**config.mk**
```make
export PLATFORM = sky130hd
export DESIGN_NAME = decode_execute_reg
export DESIGN_NICKNAME = d
export VERILOG_FILES = /design/src/rtl/decode_execute_reg.sv
export SDC_FILE = /design/constraint.sdc
export NUM_CORES = 1
export LEC_CHECK = 0
export CAP_MARGIN = 20
export CELL_PAD_IN_SITES_DETAIL_PLACEMENT = 0
export CELL_PAD_IN_SITES_GLOBAL_PLACEMENT = 1
export CORE_MARGIN = 1.5
export CORE_UTILIZATION = 28
export DETAILED_ROUTE_END_ITERATION = 12
export PLACE_DENSITY_LB_ADDON = 0.1
export SETUP_SLACK_MARGIN = 0.15
export SLEW_MARGIN = 30
export SYNTH_ARGS = -nofsm -noshare
export SYNTH_HDL_FRONTEND = slang
export SYNTH_SLANG_ARGS = --single-unit
```
**constraint.sdc**
```tcl
create_clock -name clk -period 0.8 [get_ports clk]
set_input_delay 0.16 -clock clk [delete_from_list [all_inputs] [get_ports clk]]
set_output_delay 0.16 -clock clk [all_outputs]
set_load 0.01 [all_outputs]
```
**src/rtl/decode_execute_reg.sv**
```systemverilog
`default_nettype none
// ============================================================================
// Module   : decode_execute_reg
// Purpose  : Decode-to-execute pipeline register. Captures operands, control
//            and forwarding selects every cycle, inserts a NOP bubble on
//            stall, flush or an empty decode slot, and freezes on hold.
//            Optional macro DECODE_EXECUTE_PERF_EN adds saturating
//            stall/flush bubble counters.
// Revision : 1.0 - initial release
// ============================================================================
module decode_execute_reg #(
  parameter int DATA_WIDTH     = 32,
  parameter int REG_ADDR_WIDTH = 6,
  parameter int ALU_CTRL_WIDTH = 4
) (
  input  logic                      clk,
  input  logic                      rst_n,
  input  logic                      stall,
  input  logic                      flush,
  input  logic                      hold,
  input  logic                      valid_d,
  input  logic [DATA_WIDTH-1:0]     pc_d,
  input  logic [DATA_WIDTH-1:0]     pc_plus4_d,
  input  logic [DATA_WIDTH-1:0]     rd1_d,
  input  logic [DATA_WIDTH-1:0]     rd2_d,
  input  logic [DATA_WIDTH-1:0]     imm_d,
  input  logic [REG_ADDR_WIDTH-1:0] rd_d,
  input  logic [REG_ADDR_WIDTH-1:0] rs1_d,
  input  logic [REG_ADDR_WIDTH-1:0] rs2_d,
  input  logic [ALU_CTRL_WIDTH-1:0] alu_ctrl_d,
  input  logic                      reg_write_d,
  input  logic                      mem_write_d,
  input  logic                      lw_d,
  input  logic                      lui_d,
  input  logic [1:0]                result_src_d,
  input  logic [1:0]                alu_mux1_sel_d,
  input  logic [1:0]                alu_mux2_sel_d,
  input  logic                      mem_mux_d,
  input  logic                      exec_mux_d,
  output logic                      valid_e,
  output logic [DATA_WIDTH-1:0]     pc_e,
  output logic [DATA_WIDTH-1:0]     pc_plus4_e,
  output logic [DATA_WIDTH-1:0]     rd1_e,
  output logic [DATA_WIDTH-1:0]     rd2_e,
  output logic [DATA_WIDTH-1:0]     imm_e,
  output logic [REG_ADDR_WIDTH-1:0] rd_e,
  output logic [REG_ADDR_WIDTH-1:0] rs1_e,
  output logic [REG_ADDR_WIDTH-1:0] rs2_e,
  output logic [ALU_CTRL_WIDTH-1:0] alu_ctrl_e,
  output logic                      reg_write_e,
  output logic                      mem_write_e,
  output logic                      lw_e,
  output logic                      lui_e,
  output logic [1:0]                result_src_e,
  output logic [1:0]                alu_mux1_sel_e,
  output logic [1:0]                alu_mux2_sel_e,
  output logic                      mem_mux_e,
  output logic                      exec_mux_e,
`ifdef DECODE_EXECUTE_PERF_EN
  output logic [31:0]               stall_bubbles,
  output logic [31:0]               flush_bubbles,
`endif
  output logic                      bubble_e
);

  // Operand-B select value that makes the execute stage treat a slot as a NOP.
  localparam logic [1:0] c_NOP_ALU_MUX2 = 2'b01;

  // Edge classification: hold wins over everything, then any bubble source.
  logic w_advance;
  logic w_insert_nop;

  assign w_advance    = ~hold;
  assign w_insert_nop = stall | flush | ~valid_d;

  // Pipeline state.
  logic                      r_valid;
  logic [DATA_WIDTH-1:0]     r_pc;
  logic [DATA_WIDTH-1:0]     r_pc_plus4;
  logic [DATA_WIDTH-1:0]     r_rd1;
  logic [DATA_WIDTH-1:0]     r_rd2;
  logic [DATA_WIDTH-1:0]     r_imm;
  logic [REG_ADDR_WIDTH-1:0] r_rd;
  logic [REG_ADDR_WIDTH-1:0] r_rs1;
  logic [REG_ADDR_WIDTH-1:0] r_rs2;
  logic [ALU_CTRL_WIDTH-1:0] r_alu_ctrl;
  logic                      r_reg_write;
  logic                      r_mem_write;
  logic                      r_lw;
  logic                      r_lui;
  logic [1:0]                r_result_src;
  logic [1:0]                r_alu_mux1_sel;
  logic [1:0]                r_alu_mux2_sel;
  logic                      r_mem_mux;
  logic                      r_exec_mux;
  logic                      r_bubble;

  // Stage register: reset and bubble both load the NOP image (rd=0, lw=0) so
  // the hazard unit never sees a forwarding or load-use match from a bubble.
  always_ff @(posedge clk or negedge rst_n) begin
    if (!rst_n) begin
      r_valid        <= 1'b0;
      r_pc           <= '0;
      r_pc_plus4     <= '0;
      r_rd1          <= '0;
      r_rd2          <= '0;
      r_imm          <= '0;
      r_rd           <= '0;
      r_rs1          <= '0;
      r_rs2          <= '0;
      r_alu_ctrl     <= '0;
      r_reg_write    <= 1'b0;
      r_mem_write    <= 1'b0;
      r_lw           <= 1'b0;
      r_lui          <= 1'b0;
      r_result_src   <= '0;
      r_alu_mux1_sel <= '0;
      r_alu_mux2_sel <= c_NOP_ALU_MUX2;
      r_mem_mux      <= 1'b0;
      r_exec_mux     <= 1'b0;
      r_bubble       <= 1'b1;
    end else if (w_advance) begin
      if (w_insert_nop) begin
        r_valid        <= 1'b0;
        r_pc           <= '0;
        r_pc_plus4     <= '0;
        r_rd1          <= '0;
        r_rd2          <= '0;
        r_imm          <= '0;
        r_rd           <= '0;
        r_rs1          <= '0;
        r_rs2          <= '0;
        r_alu_ctrl     <= '0;
        r_reg_write    <= 1'b0;
        r_mem_write    <= 1'b0;
        r_lw           <= 1'b0;
        r_lui          <= 1'b0;
        r_result_src   <= '0;
        r_alu_mux1_sel <= '0;
        r_alu_mux2_sel <= c_NOP_ALU_MUX2;
        r_mem_mux      <= 1'b0;
        r_exec_mux     <= 1'b0;
        r_bubble       <= 1'b1;
      end else begin
        r_valid        <= 1'b1;
        r_pc           <= pc_d;
        r_pc_plus4     <= pc_plus4_d;
        r_rd1          <= rd1_d;
        r_rd2          <= rd2_d;
        r_imm          <= imm_d;
        r_rd           <= rd_d;
        r_rs1          <= rs1_d;
        r_rs2          <= rs2_d;
        r_alu_ctrl     <= alu_ctrl_d;
        r_reg_write    <= reg_write_d;
        r_mem_write    <= mem_write_d;
        r_lw           <= lw_d;
        r_lui          <= lui_d;
        r_result_src   <= result_src_d;
        r_alu_mux1_sel <= alu_mux1_sel_d;
        r_alu_mux2_sel <= alu_mux2_sel_d;
        r_mem_mux      <= mem_mux_d;
        r_exec_mux     <= exec_mux_d;
        r_bubble       <= 1'b0;
      end
    end
  end

  assign valid_e        = r_valid;
  assign pc_e           = r_pc;
  assign pc_plus4_e     = r_pc_plus4;
  assign rd1_e          = r_rd1;
  assign rd2_e          = r_rd2;
  assign imm_e          = r_imm;
  assign rd_e           = r_rd;
  assign rs1_e          = r_rs1;
  assign rs2_e          = r_rs2;
  assign alu_ctrl_e     = r_alu_ctrl;
  assign reg_write_e    = r_reg_write;
  assign mem_write_e    = r_mem_write;
  assign lw_e           = r_lw;
  assign lui_e          = r_lui;
  assign result_src_e   = r_result_src;
  assign alu_mux1_sel_e = r_alu_mux1_sel;
  assign alu_mux2_sel_e = r_alu_mux2_sel;
  assign mem_mux_e      = r_mem_mux;
  assign exec_mux_e     = r_exec_mux;
  assign bubble_e       = r_bubble;

`ifdef DECODE_EXECUTE_PERF_EN
  // A simultaneous stall and flush is one bubble attributed to the flush.
  logic        w_count_stall;
  logic        w_count_flush;
  logic [31:0] r_stall_bubbles;
  logic [31:0] r_flush_bubbles;

  assign w_count_stall = w_advance & stall & ~flush;
  assign w_count_flush = w_advance & flush;

  // Saturating bubble counters, frozen during hold.
  always_ff @(posedge clk or negedge rst_n) begin
    if (!rst_n) begin
      r_stall_bubbles <= '0;
      r_flush_bubbles <= '0;
    end else begin
      if (w_count_stall && (r_stall_bubbles != 32'hFFFF_FFFF)) begin
        r_stall_bubbles <= r_stall_bubbles + 32'd1;
      end
      if (w_count_flush && (r_flush_bubbles != 32'hFFFF_FFFF)) begin
        r_flush_bubbles <= r_flush_bubbles + 32'd1;
      end
    end
  end

  assign stall_bubbles = r_stall_bubbles;
  assign flush_bubbles = r_flush_bubbles;
`endif

endmodule
`default_nettype wire

```
==> results of run 1 <==
[per-stage QoR]
step / power [uW] / instances / worst slack [ns]
final: 23500 / 1761 / -0.434
after CTS: 23400 / 1704 / -0.462
after global routing: 24500 / 1761 / -0.468
after floorplan: 11900 / 846 / -0.353
after detailed placement: 14300 / 1612 / -0.856
after global placement: 14300 / 1612 / -0.833
[flip-flops by register name, indices dropped and copies added, names as in the netlist, 2 cells and up]
register and count:
result_src_e 2, alu_mux2_sel_e 2, alu_ctrl_e 4, pc_plus4_e 32, rs2_e 6, rd1_e 32, rd2_e 32, rd_e 6
alu_mux1_sel_e 2, pc_e 32, imm_e 32, rs1_e 6
[kinds of logic after synthesis]
group                  after synthesis
multiplexers                         1
flip-flops                         196
AND/OR/NAND/NOR                    389
AO/OA/AOI/OAI                      195
buffers and inverters               65
[power groups by stage]
stage	clock [uW]	combinational [uW]	sequential, uW
final	8680	4320	10500
after global routing	9340	4660	10500
after CTS	9030	3950	10500
after detailed placement	0	3670	10600
after global placement	0	3670	10600
after floorplan	0	1130	10800
[synth_stat cells, drive strengths merged]
master,number
buf,23
clkbuf,42
dfrtp,194
dfstp,2
mux2,1
nand2,194
nand2b,194
o21ai,194
o31a,1
or3b,1
[routing by layer]
metal	wire, um	part of all wire, %	up-vias	global-route usage, %
li1	-	-	3738	-
met1	11700	38	3738	20.0
met2	16100	53	218	31.7
met3	2320	7.6	18	5.51
met4	319	1.1	0	4.76
met5	0	0	-	0
[final timing paths]
path,to,slack (ns),depth (start not counted)
max in group asynchronous,pc_e[26],0.17,4
worst max register to register,rd1_e[29],-0.08,4
worst max-delay path,bubble_e,-0.43,1
worst min register to register,pc_e[2],0.48,2
min in group clk,pc_e[12],0.06,3
worst min-delay path,imm_e[29],-0.26,2
[area by class of cell]
class                           instances  area [um2]  area share [%]
Sequential cell                       196        4910            31.7
Tap cell                              396         495            3.20
Clock inverter                         13         143           0.922
Timing Repair Buffer                  551        5790            37.4
Clock buffer                           19         443            2.86
Multi-Input combinational cell        585        3680            23.8
Antenna cell                            1        2.50          0.0162
[what timing repair did]
item,4_1_cts,5_1_grt
cloned,14,11
hold buffers,1,1
resized for setup,970,156
endpoints found under the setup margin,392,395
hold endpoints to repair,194,194
pin swaps,63,85
buffers inserted,45,46
==> results_dict.tcl, run 1 <==
set metrics [dict create \
    h-tree-depth 4 \
    p_per_area_nw_per_um2 1520 \
    ys_ff_latch 196 \
    syn_area_um2 8680 \
    min_period_ns 1.23 \
    fp.dieW_um 179 \
    pwr-share-seq_pct 44.6 \
    synth_top_cell_by_area "dfrtp_1" \
    path_clk_slew_ns 0.08 \
    cp_cell_sequence "buf_6" \
    synth_fa_ha_area_share_pct 0 \
    yosys_warnings 0 \
    io_pins 396 \
    drc_errors 0 \
    synth-xor-area-share_pct 0 \
    cts.sinks 196 \
    drtIter0Drc 345 \
    netSwitchingPower_uw 6420 \
    crit_type "register to output port" \
    syn_avg_cell_area_um2 10.3 \
    status "finished, violations left" \
    synth.yosys.seq_area_share_pct 56.6 \
    synthCells 846 \
    dpl.hpwl_um 19400 \
    fin_setup_tns_ns -91.88 \
    internal_power_uw 17100 \
    gp_congestion 0.763 \
    clock_latency_ns 0.43 \
    hold_viol 191 \
    critical_path.max_stage_delay_ns 0.54 \
    yosys.area_share.simple_pct 22.5 \
    pwr-share-comb_pct 18.4 \
    syn-num-nets 1046 \
    core_um2 30500 \
    drive_above_1_share_pct 43.1 \
    gr-usage-all-layers_pct 17.6 \
    initial_core_util_pct 28.4 \
    synth_cell_type_count 15 \
    leakagePower_uw 0.00730 \
    io_buffers 395 \
    finClkSkew_ns 0 \
    cts_buffers 17 \
    cp-start-kind "register" \
    grt_pass1_vias 7580 \
    dieArea_um2 32100 \
    fin_util_pct 50.7 \
    vdd_ir_drop_max_v 0.00122 \
    slew_headroom_pct 79.3 \
    rsz0062_at_grt "true" \
    synth_top_area_share_pct 56.0 \
    cts_buffer_depth 2 \
    grt_max_degree 55 \
    nets 1551 \
    violations "hold timing, setup timing" \
    synthMuxAreaShare_pct 0.130 \
    path_buf_inv 1 \
    ant_nets 0 \
    fin_crit_sh_pct 154 \
    rows 64 \
    critical_path.top_delay_family "flip-flops" \
    worst_ep_required_time_ns 0.64 \
    yosys-top-cells-area "dfrtp_1 56%, nand2b_1 14%, o21ai_2 12%" \
    switching_share_pct 27.4 \
    crit_arrival_ns 1.07 \
    tightest_slew_ns 0.311 \
    cap_violations 0 \
    synth_top_family_by_area "simple AND/OR/NAND/NOR gates" \
    reg2reg_from "rd1_e[29]" \
    p_clk_share_pct 37.0 \
    grt_overflow 0 \
    die_h_um 179 \
    maxClockFrequency_mhz 810 \
    critPathSlowestCell "dfstp_2" \
    nFillCells 2911 \
    grt_pass1_wl_um 42800 \
    min_path_type "primary input to asynchronous set/reset pin" \
    area_growth_pct 78.3 \
    root_buffer "clkbuf_16" \
    placed_cell_area_um2 13300 \
    finalSetupViolCount 372 \
    maxSlewViolCount 0 \
    layout_setup_ws_ns -0.434 \
    drt-wirelength-per-cell_um 17.2 \
    antenna_found_initial 1 \
    drt_pass1_iterations 4 \
    worst_setup_path_end_kind "output port" \
    worst-path-max-fanout 2 \
    cts_tree "done" \
    vias_per_cell 4.38 \
    final_cell_area_um2 15500 \
    routed_wl_um 30400 \
    synth-compound-area-share_pct 16.3 \
    layout_common_cells "194 x nand2b_1, 194 x dfrtp_1, 194 x clkdlybuf4s50_1, 191 x o21ai_2, 189 x nand2_1" \
    crit_start "bubble_e" \
    vias 7712 \
    whs_ns -0.264 \
]
Note: power is estimated with default switching activity, not from simulation.
==> run 2, diff against run 1 <==
ABC_CLOCK_PERIOD_IN_PS = 800   (was not set)
CELL_PAD_IN_SITES_DETAIL_PLACEMENT = not set   (was 0)
CELL_PAD_IN_SITES_GLOBAL_PLACEMENT = not set   (was 1)
CORE_ASPECT_RATIO = 2   (was not set)
CORE_UTILIZATION = 30   (was 28)
PLACE_DENSITY_LB_ADDON = not set   (was 0.1)
==> run 2 against run 1 <==
Net effect: the flow still finishes with violations (hold timing, setup timing); final area grew 2.2%; combinational power is 4.9% higher; sequential cell count unchanged; clock power shrank 4.3%; maximum frequency fell by 1.2%; utilization grew 5.2 points; total power down 0.62%; via count is 3.2% higher; critical path type unchanged; sequential share of layout area fell by 0.69 points; global-route usage up 4.0 points; clock-buffer cell count is 7 higher.
==> results_dict.tcl, run 2 (synthesis results as in run 1) <==
set metrics [dict create \
    io_buffers 395 \
    dpl_worst_slack_ns -0.902 \
    grt_pass1_wl_um 47700 \
    cts_buffer_depth 2 \
    grt_max_degree 78 \
    cts_tree "done" \
    h-tree-depth 4 \
    rsz0062_at_grt "true" \
    r2r_cells 5 \
    routed_wl_um 32400 \
    layout_setup_ws_ns -0.448 \
    maxSlewViolCount 0 \
    die_h_um 243 \
    gp_congestion 0.822 \
    cts_buffers 17 \
    crit_arrival_ns 1.09 \
    worst_setup_path_end_kind "output port" \
    layout_common_cells "194 x nand2b_1, 194 x dfrtp_1, 194 x clkdlybuf4s50_1, 190 x nand2_1, 187 x o21ai_2" \
    fin_setup_tns_ns -82.93 \
    netSwitchingPower_uw 6000 \
    critical_path.max_stage_delay_ns 0.54 \
    dpl.hpwl_um 21300 \
    io_pins 396 \
    grt_overflow 0 \
    worst-path-max-fanout 2 \
    crit_end "bubble_e" \
    crit_start "bubble_e" \
    vias 7959 \
    drtIter0Drc 265 \
    crit_cells 1 \
    vdd_ir_drop_max_v 0.00146 \
    vias_per_cell 4.51 \
    nets 1588 \
    initial_core_util_pct 30.7 \
    hold_viol 194 \
    pwr-share-seq_pct 45.0 \
    cap_violations 0 \
    gr-usage-all-layers_pct 21.7 \
    pwr-share-comb_pct 19.4 \
    leakagePower_uw 0.00749 \
    p_clk_share_pct 35.6 \
    cp-start-kind "register" \
    fin_crit_sh_pct 156 \
    slew_headroom_pct 80.1 \
    finalSetupViolCount 381 \
    rows 87 \
    switching_share_pct 25.7 \
    drive_above_1_share_pct 44.4 \
    path_buf_inv 1 \
    area_growth_pct 82.2 \
    finClkSkew_ns 0 \
    antenna_found_initial 7 \
    cts.sinks 196 \
    critical_path.top_delay_family "flip-flops" \
    clock_latency_ns 0.45 \
    r2r-end "mem_write_e" \
    drt-wirelength-per-cell_um 18.4 \
    violations "hold timing, setup timing" \
    grt_pass1_vias 8206 \
    p_per_area_nw_per_um2 1480 \
    path_clk_slew_ns 0.07 \
    fp.dieW_um 123 \
    drt_pass1_iterations 4 \
    status "finished, violations left" \
    drc_errors 0 \
    cp_cell_sequence "buf_6" \
    core_um2 28300 \
    maxClockFrequency_mhz 801 \
    ant_nets 0 \
    whs_ns -0.402 \
    dieArea_um2 30000 \
    worst_ep_required_time_ns 0.64 \
    tightest_slew_ns 0.299 \
    min_period_ns 1.25 \
    min_path_type "primary input to asynchronous set/reset pin" \
    fin_util_pct 55.9 \
    critPathSlowestCell "dfstp_2" \
    r2r_setup_slack_ns -0.14 \
    root_buffer "clkbuf_16" \
    reg2reg_from "mem_write_e" \
    crit_type "register to output port" \
    internal_power_uw 17300 \
]
## run 2: cell types whose count changed in the layout (fill, tap and decap cells not counted), sizes merged
cell and delta:
buf +43, dlygate4sd3 -1, diode +6, or3b +2, inv -6, clkinv -1
## run 2: what timing repair did
action / 4_1_cts / 5_1_grt
pin swaps: 139 / 24
resized for setup: 1123 / 49
endpoints found under the hold margin: 194 / 194
setup endpoints to repair: 392 / 392
cloned: 25 / 0
setup buffers: 57 / 58
## run 2: power groups by stage
stage | Sequential [uW] | Combinational [uW] | Clock (uW)
global route | 10500 | 4860 | 8930
finish | 10500 | 4530 | 8310
global placement | 10600 | 3660 | 0
detailed placement | 10600 | 3690 | 0
CTS | 10500 | 4320 | 8520
floorplan | 10800 | 1130 | 0
## run 2: final cells by class
class                           count  area (um2)
Timing Repair Buffer              586        6150
Tap cell                          356         445
Sequential cell                   196        4910
Fill cell                        2502       12500
Clock inverter                      6        45.0
Multi-Input combinational cell    587        3730
Antenna cell                        7        17.5
Clock buffer                       26         509
## run 2: per-layer routing
| layer | part of all wire [%] | GRT usage, % |
|---|---|---|
| met4 | 4.2 | 11.8 |
| met1 | 34 | 22.0 |
| met5 | 0 | 0 |
| met2 | 57 | 40.5 |
| met3 | 4.4 | 3.96 |
## run 2: through the flow
step	hold WS [ns]	total power [uW]	cell area, um2	instances
finish	-0.402	23300	15800	1764
floorplan	-0.136	11900	8720	846
global placement	0.0748	14300	13300	1585
global route	-0.414	24300	15800	1764
CTS	-0.410	23300	15100	1699
detailed placement	0.0832	14300	13300	1585
## run 2: worst min path at each step
stage               startpoint              to  slack (ns)  depth (start not counted)
detailed placement       rst_n  pc_plus4_e[13]        0.08                          1
global placement         rst_n  pc_plus4_e[13]        0.07                          1
floorplan                rst_n   alu_ctrl_e[0]       -0.14                          0
CTS                      rst_n  pc_plus4_e[13]       -0.41                          1
finish                   rst_n  pc_plus4_e[13]       -0.40                          1
global route             rst_n  pc_plus4_e[13]       -0.41                          1
==> run 3, diff against run 2 <==
GPL_ROUTABILITY_DRIVEN = 0   (was not set)
==> results of run 3 <==
The final DEF is identical to that of run 2; final timing and power are the same.
